File: config.mk
export PLATFORM = sky130hd
export DESIGN_NAME = bram_portb_arbiter
export DESIGN_NICKNAME = d
export VERILOG_FILES = /design/src/rtl/bram_portb_arbiter.sv
export SDC_FILE = /design/constraint.sdc
export NUM_CORES = 1
export LEC_CHECK = 0
export ABC_AREA = 1
export BUFFER_PORTS_ARGS = -buffer_cell sky130_fd_sc_hd__buf_2
export CAP_MARGIN = 20
export CORE_MARGIN = 3
export CORE_UTILIZATION = 50
export DETAILED_ROUTE_END_ITERATION = 10
export PLACE_DENSITY = 0.81
export SYNTH_ARGS = -nofsm -noshare
export SYNTH_HDL_FRONTEND = slang
export SYNTH_SLANG_ARGS = --single-unit
File: constraint.sdc
create_clock -name clk -period 2 [get_ports clk]
set_clock_uncertainty 0.15 [all_clocks]
set_input_delay 0.3 -clock clk [delete_from_list [all_inputs] [get_ports clk]]
set_output_delay 0.3 -clock clk [all_outputs]
set_load 0.005 [all_outputs]
File: src/rtl/bram_portb_arbiter.sv
// BRAM port B arbiter: VGA pixel reads (priority) share the port with aux read/write traffic.
// Two-stage issue pipeline; an owner tag steers returning read data to the right requester.
module bram_portb_arbiter #(
  parameter int WIDTH        = 16,
  parameter int ADDR_WIDTH   = 10,
  parameter int STARVE_LIMIT = 8
) (
  input  logic                  clk,
  input  logic                  reset,
  input  logic                  vga_req,
  input  logic [ADDR_WIDTH-1:0] vga_addr,
  output logic                  vga_gnt,
  output logic                  vga_rvalid,
  output logic [WIDTH-1:0]      vga_rdata,
  input  logic                  aux_req,
  input  logic                  aux_we,
  input  logic [ADDR_WIDTH-1:0] aux_addr,
  input  logic [WIDTH-1:0]      aux_wdata,
  output logic                  aux_gnt,
  output logic                  aux_rvalid,
  output logic [WIDTH-1:0]      aux_rdata,
  output logic                  aux_err,
  output logic [ADDR_WIDTH-1:0] bram_addr,
  output logic [WIDTH-1:0]      bram_wdata,
  output logic                  bram_we,
  input  logic [WIDTH-1:0]      bram_q
);

  // tag  | meaning
  // NONE | no read in flight in this pipeline slot
  // VGA  | read issued on behalf of VGA
  // AUX  | read issued on behalf of aux
  localparam logic [1:0] TAG_NONE = 2'd0;
  localparam logic [1:0] TAG_VGA  = 2'd1;
  localparam logic [1:0] TAG_AUX  = 2'd2;

  localparam logic [7:0] STARVE_LIM = 8'(STARVE_LIMIT);

  logic [7:0] wait_cnt;
  logic [1:0] tag1;
  logic       force_aux;
  logic       vga_hs;
  logic       aux_hs;
  logic       aux_io;
  logic       aux_wr_drop;

  assign force_aux = (wait_cnt >= STARVE_LIM);

  always_comb begin
    vga_gnt = 1'b0;
    aux_gnt = 1'b0;
    if (!reset) begin
      if (force_aux && aux_req) aux_gnt = 1'b1;
      else if (vga_req)         vga_gnt = 1'b1;
      else if (aux_req)         aux_gnt = 1'b1;
    end
  end

  assign vga_hs      = vga_req & vga_gnt;
  assign aux_hs      = aux_req & aux_gnt;
  assign aux_io      = aux_addr[ADDR_WIDTH-1] & aux_addr[ADDR_WIDTH-2];
  assign aux_wr_drop = aux_hs & aux_we & aux_io;

  always_ff @(posedge clk) begin
    if (reset) begin
      wait_cnt <= 8'd0;
    end else if (!aux_req || aux_hs) begin
      wait_cnt <= 8'd0;
    end else if (wait_cnt != 8'hFF) begin
      wait_cnt <= wait_cnt + 8'd1;
    end
  end

  // Issue stage; bram_addr deliberately holds its last value when idle.
  always_ff @(posedge clk) begin
    if (reset) begin
      bram_addr  <= '0;
      bram_wdata <= '0;
      bram_we    <= 1'b0;
      tag1       <= TAG_NONE;
      aux_err    <= 1'b0;
    end else begin
      aux_err <= aux_wr_drop;
      if (vga_hs) begin
        bram_addr <= vga_addr;
        bram_we   <= 1'b0;
        tag1      <= TAG_VGA;
      end else if (aux_hs) begin
        bram_addr  <= aux_addr;
        bram_wdata <= aux_wdata;
        bram_we    <= aux_we & ~aux_io;
        tag1       <= aux_we ? TAG_NONE : TAG_AUX;
      end else begin
        bram_we <= 1'b0;
        tag1    <= TAG_NONE;
      end
    end
  end

  // Return stage: BRAM has sampled on the intervening negedge, so bram_q is valid here.
  always_ff @(posedge clk) begin
    if (reset) begin
      vga_rvalid <= 1'b0;
      aux_rvalid <= 1'b0;
      vga_rdata  <= '0;
      aux_rdata  <= '0;
    end else begin
      vga_rvalid <= (tag1 == TAG_VGA);
      aux_rvalid <= (tag1 == TAG_AUX);
      if (tag1 == TAG_VGA) vga_rdata <= bram_q;
      if (tag1 == TAG_AUX) aux_rdata <= bram_q;
    end
  end

endmodule

Yosys cells after proc, flatten, opt, wreduce, memory -nomap -nowiden
Cells that the tools add are included.
W data, S select, Z words.

word-level totals
  output and inout port bits = 64
  input bits = 57
  bits in registers = 72
  logic and storage cells = 44

cells by class
  order comparisons = 1
  eq/ne operators = 3
  mux-type cells = 12
  reduce and logical (&&, ||, !) cells = 7
  add/sub/neg operators = 1
  bitwise operators = 9

operator list
  kind                   number
  $mux W10               2
  $mux W1                9
  $add A8 B1 Y8 const B  1
  $ge A8 B4 Y1 const B   1
  $ne A8 B8 Y1 const B   1
  $and A1 B1 Y1          6
  $not A1 Y1             3
  $reduce_or A3 Y1       1
  $eq A2 B1 Y1 const B   1
  $eq A2 B2 Y1 const B   1
  $mux W2                1
  $reduce_and A2 Y1      1
  $reduce_bool A2 Y1     1
  $reduce_or A2 Y1       1
  $logic_and A1 B1 Y1    1
  $logic_not A1 Y1       1
  $logic_or A1 B1 Y1     1

Longest topological paths before layout
  word-level depth = 7
  gate-level depth with buffers = 8
  gate-level depth less buffers = 7

Worst setup path before layout
OpenSTA, ideal clock, no wires.

  kind = reg-to-output
  from = reg wait_cnt[4]
  to = out vga_gnt
  cell stages (with the launch flop) = 7
  data required time = 1.550 ns
  buffers on the path = 1
  slack = 0.627 ns
  data arrival time = 0.923 ns
  path through = dfxtp_1 -> nor2_4 -> nand3_2 -> nand2_2 -> buf_4 -> nand2_1 -> nor2_1

between the ends
  cells in the longest elaborated chain, start to end = 4

ends and longest elaborated chain
  what                      RTL line  RTL
  start: declaration        39        logic [7:0] wait_cnt;
  start signal: assignment  70        wait_cnt <= wait_cnt + 8'd1;
  $ge A8 B4 Y1              47        assign force_aux = (wait_cnt >= STARVE_LIM);
  $logic_and A1 B1 Y1       53        if (force_aux && aux_req) aux_gnt = 1'b1;
  $mux W1                   53
  $mux W1                   52        if (!reset) begin
  end: declaration          12        output logic vga_gnt,

Every way passes these cells.

Final worst setup path
  from = reg wait_cnt[3]
  to = out aux_gnt

between the ends
  cells in the longest elaborated chain, start to end = 4

ends and longest elaborated chain
  what                 RTL line  RTL
  $ge A8 B4 Y1         47
  $logic_and A1 B1 Y1  53
  $mux W1              53
  $mux W1              52
  end: declaration     19        output logic aux_gnt,

Every way passes these cells.

==> reports/results.ini <==
[placed_design]
portBuffers=120
gp_congestion=0.752
dp_hpwl_um=4650
post-place-cells=539
placed_area_um2=3420

[yosys]
synthCells=358
synth_seq_area_share_pct=51.6
syn_avg_cell_area_um2=7.80
synth_area_leaders=dfxtp_1 (52%), nor2_1 (13%), o21ai_0 (7.5%), nand2_1 (5.5%), nand3_1 (5.0%)
synth-edff-count=0
synth_cell_type_count=23
synth_warnings=0
yosysMostFrequentCell=nor2_1
synth-main-ff-cell=dfxtp_1
synth_top_cell_area_share_pct=51.6
yosysTopAreaCell=dfxtp_1
synth_seq_cells=72
synth_area_um2=2790
ys_top_cells_by_count=nor2_1 (93), dfxtp_1 (72), o21ai_0 (42), nand2_1 (41), nand3_1 (28)
synthArstFlopShare_pct=0

[outcome]
status=complete, no violations

[clocking]
cts_buffers=9
cts_max_path_buffers=2
htreeDepth=3
cts_resized=0
cts_sinks=72
cts_tree=yes
root_buffer=clkbuf_8
clock_latency_ns=0.32
path_clk_slew_ns=0.07

[pwr]
leakagePower_nw=1.86
ir_worst_vdd_v=0.000496
powerDensity_nw_per_um2=801

[routing]
drt_iter0_markers=70
drt_wl_total_um=6350
detail_route.wl_per_cell_um=11.4
vias_per_cell=4.68
drtPass1Iterations=5
vias=2612
drc_errors=0
ant_nets=0

[sta]
hold_viol=0
slew_violations=0
finalCriticalPeriod_ns=1.74
finalSetupTns_ns=0
rsz0062_at_grt=no
finalSetupViolations=0
finalCritPeriodShare_pct=87.2
fmax_mhz=573

[worst_setup_path]
crit_buf_inv=3
slowest_delay_ns=0.33
cp.arrival_ns=1.29
crit_family=buffers and inverters
critPathSlowestCell=dfxtp_1
r2r_slack_ns=0.58
crit_path_max_fanout=18
startpoint=wait_cnt[3]
r2r_start=tag1[1]
required_ns=1.55
cp.depth=5
worstPathCellList=inv_1 > nand4_4 > nand2_4 > inv_4 > buf_2
reg2reg_to=vga_rdata[15]
setup.worst_path.end=aux_gnt
cp-end-kind=primary output
critical_path_class=flop to primary output
cp-start-kind=flop
reg2reg_depth=5

[grt]
grt.overflow.total=0
grt_pass1_vias=2430
grt_max_degree=33
grt_pass1_wl_um=10100
antenna_found_initial=0
grtUsageTotal_pct=19.8

[worst_hold_path]
hold-path-cell-count=3
hp-class=primary input to flop

[final_layout]
finalInstanceArea_um2=3620
nets=542
multi_input_area_um2=1150
diodes=0
seq_area_um2=1440
n_fill_cell=456
drive_gt1_share_pct=33.8
areaGrowthSynthToFinish_pct=29.6
finalNonFillerCells=558

[floorplan]
core_area_um2=5240
num_rows=26
start_util_pct=53.3
die_w_um=80.7
die_area_um2=6520
die_y_um=80.7
io_pins=121

[job]
cap_viol_max_count=0

[power breakdown]
part           switching [mW]  total [mW]  internal [mW]
logic                   0.193       0.356          0.163
clock network           0.503       0.985          0.482
registers              0.0409        1.56           1.52
total                   0.736        2.90           2.16
[layer usage]
metal,vias up,part of all wire (%),global-route usage [%]
met5,-,0,0
met4,0,1.3,9.80
met3,8,8.6,4.82
met2,99,45,32.9
met1,1131,45,23.9
li1,1374,-,-
[sequential cells by signal, indices dropped and copies added (netlist names)]
signal,cells
bram_we,1
vga_rdata,16
bram_addr,10
aux_rdata,16
vga_rvalid,1
tag1,2
aux_err,1
aux_rvalid,1
wait_cnt,8
bram_wdata,16
[worst min-delay path, cell delays in order]
cell and delay [ns]:
buf_2 0.08, nand2_2 0.04, nand2_1 0.05
[what timing repair did]
action | 4_1_cts | 5_1_grt
hold buffers | 3 | 0
endpoints found under the hold margin | 3 | 0
setup buffers | 0 | 0
[kinds of logic after synthesis]
logic type	count (synthesis)	share of synthesized area (%)
flip-flops	72	51.6
other	1	0.134
AND/OR/NAND/NOR	182	29.1
AO/OA/AOI/OAI	58	10.5
buffers and inverters	43	7.71
adder cells (fa/ha/maj)	2	0.896
[through the flow]
stage                     hold slack [ns]  total power, mW  worst slack, ns  utilization (%)
after floorplan                     0.222             1.78            0.627                -
after global placement              0.300             1.93            0.522             65.3
after detailed placement            0.305             1.94            0.515             65.3
after CTS                         0.00350             2.93            0.238             69.1
after global routing               0.0223             3.03            0.183             69.1
final                              0.0191             2.90            0.256             69.1
[area by class of cell]
class                      instances  area share, %
inverter                          24           2.56
tap                               70           2.42
timing repair buffer             130           18.9
sequential                        72           39.8
clock buffer                      13           4.12
multi-input combinational        246           31.7
clock inverter                     3          0.484
[cell usage in the layout (no fill, tap or decap), types with 4 or more instances in the layout]
cell type	n
inv_2	4
dfxtp_1	72
buf_4	7
nand2_1	41
nand2_2	11
nand3_1	28
nor2_4	4
clkbuf_8	10
o21ai_0	42
inv_1	19
conb_1	4
buf_2	120
nor2_1	93
a21oi_1	15
[worst min path at each step]
stage	start	end	slack, ns
floorplan	aux_we	tag1[1]	0.22
global placement	bram_wdata[1]	bram_wdata[1]	0.30
detailed placement	bram_wdata[10]	bram_wdata[10]	0.30
CTS	aux_wdata[5]	bram_wdata[5]	0.004
global route	aux_wdata[6]	bram_wdata[6]	0.02
finish	aux_wdata[12]	bram_wdata[12]	0.02
Power figures use the tool's default switching activity.
